==> config.mk <==
export PLATFORM = sky130hd
export DESIGN_NAME = demux14_dual_stream_flat
export DESIGN_NICKNAME = d
export VERILOG_FILES = /design/src/rtl/demux14_dual_stream_if.sv /design/src/rtl/demux14_dual_stream.sv /design/src/flat_wrapper.sv
export SDC_FILE = /design/constraint.sdc
export NUM_CORES = 1
export LEC_CHECK = 0
export CAP_MARGIN = 5
export CORE_ASPECT_RATIO = 1.25
export CORE_UTILIZATION = 48
export CTS_BUF_LIST = sky130_fd_sc_hd__clkbuf_4 sky130_fd_sc_hd__clkbuf_8 sky130_fd_sc_hd__clkbuf_16
export CTS_CLUSTER_DIAMETER = 80
export CTS_CLUSTER_SIZE = 25
export DETAILED_ROUTE_END_ITERATION = 6
export GPL_TIMING_DRIVEN = 0
export MAX_ROUTING_LAYER = met4
export PLACE_DENSITY_LB_ADDON = 0.05
export SETUP_SLACK_MARGIN = 0.1
export SYNTH_ARGS = -nofsm -noshare
export SYNTH_HDL_FRONTEND = slang
export SYNTH_SLANG_ARGS = --single-unit
==> constraint.sdc <==
create_clock -name clk -period 3.61 [get_ports clk]
set_input_delay 0.722 -clock clk [delete_from_list [all_inputs] [get_ports clk]]
set_output_delay 0.722 -clock clk [all_outputs]
set_load 0.01 [all_outputs]
==> src/rtl/demux14_dual_stream_if.sv <==
// Stream bundle for the 1:4 demultiplexer: one producer-side stream, four consumer lanes.
// The block uses the slave modport; the producer/consumer environment uses master.
interface demux14_dual_stream_if #(
    parameter int unsigned W     = 2,
    parameter int unsigned CNT_W = 4
) ();
    logic [W-1:0]       D;
    logic [1:0]         Y;
    logic               in_valid;
    logic               in_ready;
    logic [W-1:0]       F0;
    logic [W-1:0]       F1;
    logic [W-1:0]       F2;
    logic [W-1:0]       F3;
    logic [3:0]         out_valid;
    logic [3:0]         out_ready;
    logic [4*CNT_W-1:0] cnt;

    modport slave (
        input  D, Y, in_valid, out_ready,
        output in_ready, F0, F1, F2, F3, out_valid, cnt
    );

    modport master (
        output D, Y, in_valid, out_ready,
        input  in_ready, F0, F1, F2, F3, out_valid, cnt
    );
endinterface

==> src/rtl/demux14_dual_stream.sv <==
// 1-to-4 stream demultiplexer with a one-entry register per lane and per-lane
// delivery counters; each lane is backpressured independently.
module demux14_dual_stream #(
    parameter int unsigned W     = 2,
    parameter int unsigned CNT_W = 4
) (
    input logic                  clk,
    input logic                  rst_n,
    demux14_dual_stream_if.slave bus
);

    logic [3:0][W-1:0]     f_q, f_d;
    logic [3:0]            valid_q, valid_d;
    logic [3:0][CNT_W-1:0] cnt_q, cnt_d;
    logic [3:0]            load, pop;
    logic                  in_ready;
    logic                  accept;

    // A full lane can still take a new item in the same cycle it is being drained.
    assign in_ready = rst_n && (!valid_q[bus.Y] || bus.out_ready[bus.Y]);
    assign accept   = bus.in_valid && in_ready;

    always_comb begin
        load    = '0;
        pop     = '0;
        valid_d = valid_q;
        f_d     = f_q;
        cnt_d   = cnt_q;
        for (int k = 0; k < 4; k++) begin
            load[k] = accept && (bus.Y == 2'(k));
            pop[k]  = valid_q[k] && bus.out_ready[k];
            if (load[k]) begin
                f_d[k]     = bus.D;
                valid_d[k] = 1'b1;
            end else if (pop[k]) begin
                valid_d[k] = 1'b0;
            end
            if (pop[k]) begin
                cnt_d[k] = cnt_q[k] + CNT_W'(1);
            end
        end
    end

    always_ff @(posedge clk or negedge rst_n) begin
        if (!rst_n) begin
            f_q     <= '0;
            valid_q <= '0;
            cnt_q   <= '0;
        end else begin
            f_q     <= f_d;
            valid_q <= valid_d;
            cnt_q   <= cnt_d;
        end
    end

    assign bus.in_ready  = in_ready;
    assign bus.F0        = f_q[0];
    assign bus.F1        = f_q[1];
    assign bus.F2        = f_q[2];
    assign bus.F3        = f_q[3];
    assign bus.out_valid = valid_q;
    assign bus.cnt       = cnt_q;

endmodule

==> src/flat_wrapper.sv <==
// flat-port wrapper written by rule: the top's interface ports become plain ports
module demux14_dual_stream_flat 
#(
    parameter int unsigned W     = 2,
    parameter int unsigned CNT_W = 4
)
  (clk, rst_n, bus_D, bus_Y, bus_in_valid, bus_out_ready, bus_in_ready, bus_F0, bus_F1, bus_F2, bus_F3, bus_out_valid, bus_cnt);
  demux14_dual_stream_if #(.W(W), .CNT_W(CNT_W)) bus_i ();
  input logic clk;
  input logic rst_n;
  input wire logic [$bits(bus_i.D)-1:0] bus_D;
  input wire logic [$bits(bus_i.Y)-1:0] bus_Y;
  input wire logic [$bits(bus_i.in_valid)-1:0] bus_in_valid;
  input wire logic [$bits(bus_i.out_ready)-1:0] bus_out_ready;
  output wire logic [$bits(bus_i.in_ready)-1:0] bus_in_ready;
  output wire logic [$bits(bus_i.F0)-1:0] bus_F0;
  output wire logic [$bits(bus_i.F1)-1:0] bus_F1;
  output wire logic [$bits(bus_i.F2)-1:0] bus_F2;
  output wire logic [$bits(bus_i.F3)-1:0] bus_F3;
  output wire logic [$bits(bus_i.out_valid)-1:0] bus_out_valid;
  output wire logic [$bits(bus_i.cnt)-1:0] bus_cnt;
  assign bus_i.D = bus_D;
  assign bus_i.Y = bus_Y;
  assign bus_i.in_valid = bus_in_valid;
  assign bus_i.out_ready = bus_out_ready;
  assign bus_in_ready = bus_i.in_ready;
  assign bus_F0 = bus_i.F0;
  assign bus_F1 = bus_i.F1;
  assign bus_F2 = bus_i.F2;
  assign bus_F3 = bus_i.F3;
  assign bus_out_valid = bus_i.out_valid;
  assign bus_cnt = bus_i.cnt;
  demux14_dual_stream #(.W(W), .CNT_W(CNT_W)) u_core (.clk(clk), .rst_n(rst_n), .bus(bus_i));
endmodule
Yosys cells after proc, flatten, opt, wreduce, memory -nomap -nowiden
Index checks and enable logic that the tools add are counted.

storage, ports and cells
  register bits = 28
  input bits = 11
  output and inout port bits = 29
  word-level logic and storage cells = 49

operators by class
  add/subtract/negate cells = 4
  magnitude comparators = 1
  equality and inequality tests = 3
  mux-type cells = 12
  reduce and logical (&&, ||, !) cells = 17

operators by type and width
  kind                                                        count
  adder 4 x 1 -> 4 bit, second input constant                 4
  logical AND 1 bit                                           10
  2-to-1 mux 1 bit                                            10
  nonzero test 2 bit                                          4
  binary-select mux 1 bit (select 2 bit)                      2
  == test 2 bit, second input constant                        2
  less-than comparator 2 x 3 -> 1 bit, second input constant  1
  == test 2 x 1 -> 1 bit, second input constant               1
  zero test 2 bit                                             1
  zero test 1 bit                                             1
  logical OR 1 bit                                            1

Logic depth before layout (Yosys ltp)
Gate-level depths: netlist of the first run.

  word-level depth = 8
  mapped depth = 3
  depth with buffers taken out = 3

Least setup slack after synthesis of the first run
Ideal clock, no wire load.

  path type = in2out
  start point = input port bus_out_ready[0]
  end point = output port bus_in_ready
  data arrival time = 1244 ps
  data required time = 2888 ps
  slack = 1644 ps
  stages = 3
  path buffers = 0
  cell sequence = nand2b_1 -> o311ai_0 -> a21oi_1

between the ends
  word-level cells in the longest chain between the ends = 4

RTL lines
  element                                 line                       text
  from (decl)                             flat_wrapper.sv:14         input wire logic [$bits(bus_i.out_ready)-1:0] bus_out_ready;
  binary-select mux 1 bit (select 2 bit)  demux14_dual_stream.sv:20  assign in_ready = rst_n && (!valid_q[bus.Y] || bus.out_ready[bus.Y]);
  2-to-1 mux 1 bit (implied by the code)  demux14_dual_stream.sv:20
  logical OR 1 bit                        demux14_dual_stream.sv:20
  logical AND 1 bit                       demux14_dual_stream.sv:20
  to (decl)                               flat_wrapper.sv:15         output wire logic [$bits(bus_i.in_ready)-1:0] bus_in_ready;

Every way passes these cells. The select of a mux whose other input is x is not followed.

Worst setup path after layout of the first run
  start point = input port rst_n
  end point = output port bus_in_ready

between the ends
  word-level cells in the longest chain between the ends = 1

RTL lines
  element            line                       text
  from (decl)        flat_wrapper.sv:10         input logic rst_n;
  logical AND 1 bit  demux14_dual_stream.sv:20

Every way passes these cells.

==> tab_implementation.tex, run 1 <==
\begin{tabular}{lr}
\hline
Metric & Value \\
\hline
\multicolumn{2}{l}{\textbf{Status}} \\
\quad Run status & finished, final reports clean \\
\multicolumn{2}{l}{\textbf{Setup path}} \\
\quad Cell with the largest stage delay on the worst path & clkdlybuf4s15\_2 \\
\quad Worst setup path class & input pin to primary output \\
\quad Critical Path End Type & primary output \\
\quad Maximum cell stage delay along the critical path & around 0.64 ns \\
\quad Data required, critical path & around 2.9 ns \\
\quad Arrival time at the worst endpoint & between 2 and 2.5 ns \\
\quad Family with the most delay on the worst path & buffers and inverters \\
\quad Critical path, cell by cell & clkdlybuf4s15\_2, o311ai\_0, a21oi\_1, clkdlybuf4s50\_1 \\
\quad Crit-path max FO & 31 \\
\quad Element type at the critical path start & input pin \\
\quad Worst path bufs/invs & 2 \\
\multicolumn{2}{l}{\textbf{Synth}} \\
\quad Cell type with the highest aggregate area in the netlist & dfrtp\_1 \\
\quad Sequential share of the synthesized area & approximately three fifths \\
\quad Synthesized Nets & approximately 110 \\
\quad Synth top area share & about three fifths \\
\quad Top cells by area in the synthesized netlist & dfrtp\_1 (59\%), mux2\_2 (9.4\%), xnor2\_1 (5.9\%), ha\_1 (4.2\%), nand3\_1 (3.8\%) \\
\quad Number of enable-type register cells in the synthesized netlist & 0 \\
\quad Mean area per synthesized cell & $\sim$13 µm² \\
\quad Mapped Area & 1197 µm² \\
\quad Gate count after technology mapping & between 90 and 100 \\
\quad Share of flip-flops with an asynchronous set or reset & 100.0\% \\
\quad Total number of yosys warnings & 0 \\
\quad Register bit total from synthesis & 28 \\
\quad Distinct cells, synth & 20 \\
\quad Most common flop cell mapped by yosys & dfrtp\_1 \\
\multicolumn{2}{l}{\textbf{Global route}} \\
\quad Grt ovf & 0 \\
\quad Pin count of the biggest net entering global routing & 32 \\
\quad Wire length of the first global-routing pass & $\sim$3600 µm \\
\quad Vias in the first global route & 827 \\
\quad Antenna violations before repair & 0 \\
\quad Overall routing resource usage & 19.03\% \\
\multicolumn{2}{l}{\textbf{Final layout}} \\
\quad Area overhead of the layout relative to synthesis & 37.83\% \\
\quad Highest-count cells in the layout ignoring fill and taps & clkdlybuf4s50\_1 (38), dfrtp\_1 (28), mux2\_2 (10), nand3\_1 (9), xnor2\_1 (8) \\
\quad Final-stage net count & 150 \\
\quad Inserted Diodes & 0 \\
\quad Share of post-route cells with drive strength above 1 & $\sim$14\% \\
\quad Leading cell type in the layout, fill and taps excluded & clkdlybuf4s50\_1 \\
\multicolumn{2}{l}{\textbf{STA}} \\
\quad Finish-stage setup viols & 0 \\
\quad Unrepaired setup endpoints after global routing & no \\
\quad Final hold slack & between 0.4 and 0.5 ns \\
\quad Worst slew pin tran & between 0.7 and 0.8 ns \\
\quad Final Critical Period & slightly above 3 ns \\
\quad Highest clock frequency the design can meet & approximately 320 MHz \\
\quad Post-route clock skew & around 0.00076 ns \\
\quad Hold Violations, Final & 0 \\
\quad Final number of max-transition violations & 0 \\
\quad Normalized max-slew margin & between 50 and 60\% \\
\quad Share of the cycle needed by the critical path after routing & between 80\% and 90\% \\
\multicolumn{2}{l}{\textbf{Run}} \\
\quad Number of max-cap violations & 0 \\
\multicolumn{2}{l}{\textbf{Placed design}} \\
\quad Estimated wirelength of the detail-placed design & 1616 µm \\
\quad Count of port buffers added during placement & 39 \\
\quad Final Wtd Congestion & 0.7140 \\
\multicolumn{2}{l}{\textbf{Clock tree}} \\
\quad Number of setup buffers added after CTS & 0 \\
\quad CTS tree & done \\
\quad Root cell of the clock tree & clkbuf\_4 \\
\quad Worst-skew pair later-pin latency & around 0.32 ns \\
\quad Clk sinks & 28 \\
\quad Hold buffer count at cts & 0 \\
\quad Buffers from clock root to sink, at most & 2 \\
\quad Inserted Clock Buffers & 3 \\
\quad H-Tree Depth & 1 \\
\quad Clk pin slew, worst setup/hold paths & 0.13 ns \\
\multicolumn{2}{l}{\textbf{Drt}} \\
\quad Length of the first detailed-routing pass in iterations & 2 \\
\quad Detail-routed net length per standard cell & 12.80 µm \\
\quad Antenna violation net count after detailed routing & 0 \\
\quad Vias & about 830 \\
\quad Detailed router's first-iteration violation count & 7 \\
\quad Total wirelength of the detailed-routed design & $\sim$2100 µm \\
\quad Post-DR vias/cell & slightly above 5 \\
\quad Drt drc & 0 \\
\multicolumn{2}{l}{\textbf{Die}} \\
\quad Height of the chip & slightly below 60 µm \\
\quad Row count & 19 \\
\quad Die Outline Area & between 2000 and 3000 µm² \\
\quad Initial Utilization & a little over half \\
\quad Chip Width & roughly 47 µm \\
\quad Top-Level Pins & 40 \\
\quad Area inside the core boundary & $\sim$2300 µm² \\
\multicolumn{2}{l}{\textbf{Pwr}} \\
\quad Clock group share of total power & roughly an eighth \\
\quad Proportion of power drawn by combinational gates & a little under 40\% \\
\quad Internal power component & around 0.71 mW \\
\quad Power consumption & 1.017 mW \\
\quad Max IR drop VDD & slightly below 500 µV \\
\quad Cell Pwr Density & between 600 and 700 nW/µm² \\
\quad Pleak & about 0.73 nW \\
\quad Sequential group share of total power & between 40\% and 50\% \\
\quad Switching power & around 0.31 mW \\
\quad Switching share of total power & a little under a third \\
\multicolumn{2}{l}{\textbf{Hold path}} \\
\quad Class of the tightest hold or removal check & flop to flop \\
\hline
\end{tabular}
-- final cells by class --
class,count,area [µm²]
multi-input cells,63,496.7
clock buffers,3,22.52
flip-flops and latches,28,700.7
repair buffers,39,391.6
well taps,31,38.79
fillers,181,631.9
-- cells by family after synthesis --
group	share of synthesized area, %
simple gates	14.21
flops	58.52
mux	12.75
xor+xnor	8.777
fa+ha+maj	4.180
compound gates	1.567
-- sequential cells by signal, summed over array words and instances, names as in the netlist --
register              count
u_core.bus.F0             2
u_core.bus.F3             2
u_core.bus.F1             2
u_core.bus.out_valid      4
u_core.bus.cnt           16
u_core.bus.F2             2
-- synthesized netlist by cell type (2+ instances only) --
library cell	instances
xor2_1	4
xnor2_1	8
nand2_1	7
nor3b_1	2
nand3_1	9
nand2b_1	4
nor2_1	4
dfrtp_1	28
mux2_4	2
ha_1	4
mux2_2	10
-- power groups by stage --
stage	Combinational, mW	Sequential (mW)	Clock (mW)
2_1_floorplan	0.119	0.540	0
3_3_place_gp	0.391	0.499	0
3_5_place_dp	0.407	0.505	0
4_1_cts	0.409	0.499	0.127
5_1_grt	0.431	0.514	0.140
6_report	0.399	0.497	0.121
-- layer usage --
layer  GRT usage (%)  wire length (µm)
met5               -                 0
met4           7.347                29
met3           2.804               100
met2           31.94              1091
met1           22.32               878
-- worst paths after layout --
path	startpoint	endpoint	slack, ns	cells past startpoint
min in group asynchronous	rst_n	u_core.bus.cnt[7]$_DFFE_PN0P_	0.52	1
hold reg to reg	u_core.bus.cnt[15]$_DFFE_PN0P_	u_core.bus.cnt[15]$_DFFE_PN0P_	0.47	1
setup reg to reg	u_core.bus.out_valid[0]$_DFFE_PN0P_	u_core.bus.F0[0]$_DFFE_PN0P_	2.13	3
hold / removal	u_core.bus.cnt[15]$_DFFE_PN0P_	u_core.bus.cnt[15]$_DFFE_PN0P_	0.47	1
setup / recovery	rst_n	bus_in_ready	0.51	4
max in group asynchronous	rst_n	u_core.bus.cnt[12]$_DFFE_PN0P_	2.64	1
-- through the flow --
step / utilization (%) / setup slack, ns / cell area (µm²) / setup TNS (ns) / std cells
after global placement: 71.27 / -0.3391 / 1627 / -0.3391 / 161
after detailed placement: 71.27 / -0.3634 / 1627 / -0.3634 / 161
after floorplan: - / 1.644 / 1197 / 0 / 91
final: 72.31 / 0.5052 / 1650 / 0 / 164
after CTS: 72.31 / 0.4367 / 1650 / 0 / 164
after global routing: 72.31 / 0.2592 / 1650 / 0 / 164
-- what timing repair did --
item                       CTS  global route
hold endpoints to repair     0             0
gates resized for setup      3             0
setup endpoints to repair    1             0
Power figures use the tool's default switching activity.
==> inputs of run 2 (changes only) <==
--- a/config.mk
+++ b/config.mk
@@ -5,7 +5,6 @@
 export SDC_FILE = /design/constraint.sdc
 export NUM_CORES = 1
 export LEC_CHECK = 0
-export CAP_MARGIN = 5
 export CORE_ASPECT_RATIO = 1.25
 export CORE_UTILIZATION = 48
 export CTS_BUF_LIST = sky130_fd_sc_hd__clkbuf_4 sky130_fd_sc_hd__clkbuf_8 sky130_fd_sc_hd__clkbuf_16
==> results of run 2 <==
No change in the layout: final DEF, timing and power equal those of run 1.
